`config.mk`:
```
export PLATFORM = sky130hd
export DESIGN_NAME = uart_rx
export DESIGN_NICKNAME = d
export VERILOG_FILES = /design/src/rtl/uart_rx.sv
export SDC_FILE = /design/constraint.sdc
export NUM_CORES = 1
export LEC_CHECK = 0
export CORE_MARGIN = 4
export CORE_UTILIZATION = 33
export DETAILED_ROUTE_END_ITERATION = 8
export SYNTH_ARGS = -nofsm -noshare
export SYNTH_HDL_FRONTEND = slang
export SYNTH_SLANG_ARGS = --single-unit
```
`constraint.sdc`:
```
create_clock -name clk_glb -period 3.35 [get_ports clk_glb]
set_input_delay 0.335 -clock clk_glb [delete_from_list [all_inputs] [get_ports clk_glb]]
set_output_delay 0.335 -clock clk_glb [all_outputs]
set_load 0.05 [all_outputs]
```
`src/rtl/uart_rx.sv`:
```
// UART receiver: synchronizes the serial line, finds the start bit on a
// falling edge, samples each bit at mid-bit and presents the word with
// parity/framing flags behind a valid/ready handshake with overrun tracking.
module uart_rx #(
  parameter int    WORD_LENGTH = 8,
  parameter string PARITY      = "none",
  parameter int    STOP_BITS   = 1,
  parameter int    BAUD_RATE   = 9600,
  parameter int    CLK_FREQ    = 50_000_000
) (
  input  logic                   clk_glb,
  input  logic                   reset,
  input  logic                   i_rx,
  input  logic                   rx_ready,
  output logic [WORD_LENGTH-1:0] rx_data,
  output logic                   rx_valid,
  output logic                   parity_err,
  output logic                   frame_err,
  output logic                   overrun,
  output logic                   rx_busy
);

  localparam int CLKS_PER_BIT = CLK_FREQ / BAUD_RATE;
  localparam int CNT_W        = $clog2(CLKS_PER_BIT);
  localparam int IDX_W        = $clog2(WORD_LENGTH + 1);

  localparam logic [CNT_W-1:0] LAST_CNT  = CNT_W'(CLKS_PER_BIT - 1);
  localparam logic [CNT_W-1:0] HALF_CNT  = CNT_W'(CLKS_PER_BIT / 2 - 1);
  localparam logic [IDX_W-1:0] LAST_DATA = IDX_W'(WORD_LENGTH - 1);
  localparam logic [IDX_W-1:0] LAST_STOP = IDX_W'(STOP_BITS - 1);
  localparam bit               HAS_PARITY = (PARITY != "none");
  localparam bit               ODD_PARITY = (PARITY == "odd");

  // A bit period shorter than 4 clocks leaves no room for mid-bit sampling
  if (CLKS_PER_BIT < 4) begin : g_badRate
    $error("uart_rx: CLK_FREQ/BAUD_RATE must be at least 4");
  end

  typedef enum logic [2:0] {
    S_IDLE,
    S_START,
    S_DATA,
    S_PARITY,
    S_STOP
  } stateType;

  stateType               r_state;
  stateType               w_stateNext;
  logic                   r_sync1;
  logic                   r_sync2;
  logic                   r_rxPrev;
  logic [CNT_W-1:0]       r_count;
  logic [IDX_W-1:0]       r_bitIdx;
  logic [WORD_LENGTH-1:0] r_shift;
  logic                   r_parityBit;
  logic                   r_stopErr;
  logic                   r_loadPending;
  logic                   w_fall;
  logic                   w_bitEnd;
  logic                   w_sample;
  logic                   w_frameDone;
  logic                   w_parityErr;

  assign w_fall      = ~r_sync2 & r_rxPrev;
  assign w_bitEnd    = (r_count == LAST_CNT);
  assign w_parityErr = HAS_PARITY & ((^r_shift) ^ r_parityBit ^ ODD_PARITY);
  assign rx_busy     = (r_state != S_IDLE);

  // Two-flop synchronizer plus a history flop for falling-edge detection
  always_ff @(posedge clk_glb) begin
    if (reset) begin
      r_sync1  <= 1'b1;
      r_sync2  <= 1'b1;
      r_rxPrev <= 1'b1;
    end else begin
      r_sync1  <= i_rx;
      r_sync2  <= r_sync1;
      r_rxPrev <= r_sync2;
    end
  end

  // State register
  always_ff @(posedge clk_glb) begin
    if (reset) begin
      r_state <= S_IDLE;
    end else begin
      r_state <= w_stateNext;
    end
  end

  // Next-state logic and the bit-sample strobe
  always_comb begin
    w_stateNext = r_state;
    w_sample    = 1'b0;
    w_frameDone = 1'b0;
    case (r_state)
      S_IDLE: begin
        if (w_fall) w_stateNext = S_START;
      end
      S_START: begin
        if (r_count == HALF_CNT) w_stateNext = r_sync2 ? S_IDLE : S_DATA;
      end
      S_DATA: begin
        if (w_bitEnd) begin
          w_sample = 1'b1;
          if (r_bitIdx == LAST_DATA) w_stateNext = HAS_PARITY ? S_PARITY : S_STOP;
        end
      end
      S_PARITY: begin
        if (w_bitEnd) begin
          w_sample    = 1'b1;
          w_stateNext = S_STOP;
        end
      end
      S_STOP: begin
        if (w_bitEnd) begin
          w_sample = 1'b1;
          if (r_bitIdx == LAST_STOP) begin
            w_stateNext = S_IDLE;
            w_frameDone = 1'b1;
          end
        end
      end
      default: w_stateNext = S_IDLE;
    endcase
  end

  // Bit timing, bit index and the captured frame contents
  always_ff @(posedge clk_glb) begin
    if (reset) begin
      r_count       <= '0;
      r_bitIdx      <= '0;
      r_shift       <= '0;
      r_parityBit   <= 1'b0;
      r_stopErr     <= 1'b0;
      r_loadPending <= 1'b0;
    end else begin
      r_loadPending <= w_frameDone;
      if ((w_stateNext != r_state) || w_sample || (r_state == S_IDLE)) begin
        r_count <= '0;
      end else begin
        r_count <= r_count + CNT_W'(1);
      end
      if (w_stateNext != r_state) begin
        r_bitIdx <= '0;
      end else if (w_sample) begin
        r_bitIdx <= r_bitIdx + IDX_W'(1);
      end
      if (r_state == S_START && w_stateNext == S_DATA) begin
        r_stopErr <= 1'b0;
      end else if (w_sample && r_state == S_STOP && !r_sync2) begin
        r_stopErr <= 1'b1;
      end
      if (w_sample && r_state == S_DATA) begin
        r_shift <= {r_sync2, r_shift[WORD_LENGTH-1:1]};
      end
      if (w_sample && r_state == S_PARITY) begin
        r_parityBit <= r_sync2;
      end
    end
  end

  // Output holding register with valid/ready handshake and sticky overrun
  always_ff @(posedge clk_glb) begin
    if (reset) begin
      rx_data    <= '0;
      rx_valid   <= 1'b0;
      parity_err <= 1'b0;
      frame_err  <= 1'b0;
      overrun    <= 1'b0;
    end else if (r_loadPending) begin
      rx_data    <= r_shift;
      parity_err <= w_parityErr;
      frame_err  <= r_stopErr;
      rx_valid   <= 1'b1;
      if (rx_valid && !rx_ready) overrun <= 1'b1;
    end else if (rx_valid && rx_ready) begin
      rx_valid <= 1'b0;
      overrun  <= 1'b0;
    end
  end

endmodule

```
# [Yosys cells after proc, flatten, opt, wreduce, memory -nomap -nowiden]
# Cells that the tools add are included.
[op_classes] n_addsub=2 n_eq_ne=10 n_mux=16 bitwise=4 reduce_logical=20
[op_table] operator="2-to-1 mux 3 bit" count=7
[op_table] operator="one-hot mux 3 bit (5 select lines)" count=1
[op_table] operator="adder 13 x 1 -> 13 bit, second input constant" count=1
[op_table] operator="equality test 13 x 12 -> 1 bit, second input constant" count=1
[op_table] operator="equality test 13 bit, second input constant" count=1
[op_table] operator="equality test 3 x 2 -> 1 bit, second input constant" count=3
[op_table] operator="2-to-1 mux 1 bit" count=7
[op_table] operator="logical AND 1 bit" count=6
[op_table] operator="OR reduction 2 bit" count=3
[op_table] operator="OR reduction 3 bit" count=2
[op_table] operator="adder 4 x 1 -> 4 bit, second input constant" count=1
[op_table] operator="equality test 4 x 3 -> 1 bit, second input constant" count=1
[op_table] operator="logical NOT 4 bit" count=1
[op_table] operator="equality test 3 x 1 -> 1 bit, second input constant" count=1
[op_table] operator="equality test 3 bit, second input constant" count=1
[op_table] operator="logical NOT 3 bit" count=1
[op_table] operator="!= test 3 bit" count=1
[op_table] operator="inverter 1 bit" count=3
[op_table] operator="nonzero test 3 bit" count=1
[op_table] operator="logical NOT 1 bit" count=2
[op_table] operator="logical OR 1 bit" count=2
[op_table] operator="2-to-1 mux 2 bit" count=1
[op_table] operator="!= test 2 x 1 -> 1 bit, second input constant" count=1
[op_table] operator="AND reduction 2 bit" count=1
[op_table] operator="2 further kinds" count=2
[word_totals] reg_bits=44 input_bits=4 out_inout_bits=13 word_cells=65

# [Logic depth before layout (Yosys ltp)]
[depth] depth_word=8 ltp_mapped=7 mapped_depth_nobuf=6

# [Least setup slack after synthesis]
# OpenSTA, ideal clock, no wires.
[synth_timing] path_type="reg2reg" from="register r_count[0]" to="register r_shift[0]" setup_ps=128 arrival_time_ps=1792 t_required_ps=3222 slack_ps=1431 stages_incl_launch_ff=7 path_buffers=0 synth_period_minus_slack_ps=1919 path_cell_list="dfxtp_1 -> ha_1 -> nand4bb_1 -> or3_4 -> nor3_4 -> mux2i_1 -> nor2_1"
[synth_via] elab_chain_len=4
[synth_rtl] element="start: declaration" line="52" text="logic [CNT_W-1:0] r_count;"
[synth_rtl] element="start signal: assignment" line="142" text="r_count <= r_count + CNT_W'(1);"
[synth_rtl] element="equality test 13 bit" line="65" text="assign w_bitEnd = (r_count == LAST_CNT);"
[synth_rtl] element="2-to-1 mux 1 bit" line="104, 110, 116"
[synth_rtl] element="2-to-1 mux 1 bit"
[synth_rtl] element="logical AND 1 bit" line="154" text="if (w_sample && r_state == S_DATA) begin"
[synth_rtl] element="end signal: assignment" line="155" text="r_shift <= {r_sync2, r_shift[WORD_LENGTH-1:1]};"
[synth_rtl] element="end: declaration" line="54" text="logic [WORD_LENGTH-1:0] r_shift;"
# No other way between the ends.
# A chain may end at the register's enable or synchronous reset.

# [Worst setup path in the final report]
[layout_timing] from="register r_state[0]" to="output port rx_busy"
[layout_via] elab_chain_len=1
[layout_rtl] element="start: declaration" line="47" text="stateType r_state;"
[layout_rtl] element="start signal: assignment" line="87" text="r_state <= w_stateNext;"
[layout_rtl] element="nonzero test 3 bit" line="67" text="assign rx_busy = (r_state != S_IDLE);"
[layout_rtl] element="end: declaration" line="20" text="output logic rx_busy"
# No other way between the ends.

==> results.cfg <==
[outcome]
status = complete, no violations

[synth]
synth-seq-cells = 44
synthArstFlopShare_pct = 0
synth_area_leaders = dfxtp_1 46%, mux2i_1 9.4%, nor2_1 7.3%
synth.distinct_cells = 42
synth_area_per_cell_um2 = 9.218
synth_area_mm2 = 0.001908
synth-edff-count = 0
synthCells = 207
synth.top_cell.area_share_pct = 46.16
synth_top_cell_by_area = dfxtp_1
ys_warn_count = 0
synth-seq-area-share_pct = 46.16
synthFlopType = dfxtp_1
synth_nets = 214

[critical_path]
worst-path-buf-inv = 1
slowest_stage = clkdlybuf4s50_1
cp.required_ns = 3.01
worstPathArrival_ns = 1.93
crit_path_start_kind = flip-flop
critPathMaxFanout = 9
max_stage_delay_ns = 0.74
critical_path.cell_chain = or3_1 > clkdlybuf4s50_1
critical_path.startpoint = r_state[0]$_SDFF_PP0_
path_class = flip-flop to output pin
crit_family = buffers and inverters
cp-end-kind = output pin
reg2reg_from = r_count[0]$_SDFF_PP0_

[routing]
post_drt_wl_per_cell_um = 11.94
drtIter0Drc = 51
vias = 1390
firstDrtPassIters = 4
drc = 0
wl_um = 3487
antenna_left = 0
vias_per_cell = 4.760

[timing]
max_slew_margin_pct = 58.61
fin_crit_sh_pct = 67.68
period_needed_ns = 2.267
fmax_mhz = 441.0
tns_ns = 0
worst_pin_slew_ns = 0.6200
rsz0062_at_grt = no
final_max_slew_viol_count = 0
skew_ns = 0.006976
hold_violations = 0
finalSetupViolCount = 0

[flow_run]
maxCapViolations = 0

[final_layout]
final_cell_mix = 44 x dfxtp_1, 37 x nor2_1, 18 x mux2i_1
n_antenna_cell = 0
final_common_cell = dfxtp_1
n_fill_cell = 560
num-nets-final = 226
multi_input_area_um2 = 962.2
areaGrowthSynthToFinish_pct = 16.92
register_area_um2 = 880.8
drive_gt1_share_pct = 8.182

[hold_path]
min_path_type = flip-flop to flip-flop
worstHoldStart = r_sync1$_SDFF_PP1_

[cts]
root_buffer = clkbuf_8
clock_latency_ns = 0.29
hold_buffers = 0
clkTransAtPathRegs_ns = 0.08
cts_post_setup_buffers_inserted = 0
cts.sinks = 44
tritoncts = done
cts.path.max_buffers = 2
htree_levels = 2
cts_resized = 0
cts_buffers = 5

[global_routing]
grt_util_all_layers_pct = 10.67
grt_pass1_wl_um = 6279
first_global_vias = 1375
gr-total-overflow = 0
grt_antenna_before_repair = 0
grt_max_degree = 29

[place]
hpwlAfterDp_um = 2445
gp_congestion = 0.7723
port_buffers = 15

[floorplan]
die_y_um = 84.04
fp.dieArea_mm2 = 0.007063
die_w_um = 84.04
coreArea_mm2 = 0.005574
row_count = 27
start_util_pct = 34.23
pin_count = 17

[pwr]
p_leak_nw = 0.7421
irDropWorstVdd_mv = 0.2510
fin_total_pwr_uw = 977.1
power_density_mw_per_mm2 = 438.0
-- flip-flops by register name (all words and copies together) (netlist names) --
signal and flops:
rx_data 8, r_count 13, r_stopErr 1, r_loadPending 1, rx_valid 1, r_rxPrev 1
r_shift 8, frame_err 1, r_bitIdx 4, r_state 3, overrun 1, r_sync2 1
r_sync1 1
-- worst reg2reg max path, cell delays in order (launching register included) --
cell and delay (ns):
dfxtp_1 0.35, ha_1 0.30, nand4bb_1 0.21, or3_4 0.41
nor3_4 0.45, mux2i_1 0.25, nor2_1 0.05
-- path summary, 6_finish.rpt --
kind	cells past startpoint	slack, ns	to
worst max-delay path	2	1.08	rx_busy
worst min-delay path	1	0.41	r_sync2$_SDFF_PP1_
worst max register to register	6	1.22	r_shift[6]$_SDFFE_PP0P_
worst min register to register	1	0.41	r_sync2$_SDFF_PP1_
-- kinds of logic after synthesis --
family	after synthesis	share of synthesized area (%)
multiplexers	18	9.442
AO/OA/AOI/OAI	12	4.394
other	1	0.1965
flip-flops	44	46.16
buffers and inverters	16	3.410
AND/OR/NAND/NOR	99	28.00
XOR/XNOR	14	6.426
adder cells (fa/ha/maj)	3	1.967
-- cells in the mapped netlist, types with 2 or more instances --
cell type	number
nor2b_1	2
and4_1	2
or2_2	3
and3_1	3
nor3b_1	2
a21oi_1	4
inv_1	5
dfxtp_1	44
nor4_1	3
nand4bb_1	3
nand4_1	4
clkbuf_1	6
o21ai_0	2
xor2_1	8
nor4bb_1	2
nor2_1	37
xnor2_1	6
nor3_1	7
nand3_1	9
nand2_1	12
buf_1	3
ha_1	3
mux2i_1	18
-- layer usage --
metal  vias up  global-route usage (%)  share of wire [%]  wire (µm)
met5         -                       0                  0          0
li1        734                       -                  -          -
met1       636                   14.10                 51       1777
met3         0                   3.060                3.3        116
met2        20                   17.07                 46       1594
met4         0                   2.632                  0          0
-- final cells by class --
| cell class | count | share of cell area [%] |
|---|---|---|
| Clock buffer | 6 | 3.702 |
| Inverter | 5 | 0.8413 |
| Clock inverter | 2 | 1.739 |
| Sequential cell | 44 | 39.48 |
| Multi-Input combinational cell | 147 | 43.13 |
| Tap cell | 72 | 4.038 |
| Timing Repair Buffer | 16 | 7.067 |
-- power by group --
group          leakage [nW]  switching (mW)  internal [mW]
registers             0.355         0.00296          0.525
logic                 0.326          0.0169        0.00987
clock network        0.0614           0.179          0.244
-- stage by stage --
stage / utilization, % / worst slack (ns) / area [µm²] / hold slack (ns) / instances
floorplan: - / 1.431 / 1908 / 0.3895 / 207
global route: 40.02 / 1.007 / 2231 / 0.4475 / 292
CTS: 40.02 / 1.074 / 2231 / 0.4200 / 292
finish: 40.02 / 1.083 / 2231 / 0.4148 / 292
global placement: 37.85 / 1.221 / 2110 / 0.3931 / 284
detailed placement: 37.85 / 1.206 / 2110 / 0.3985 / 284
Power figures use the tool's default switching activity.
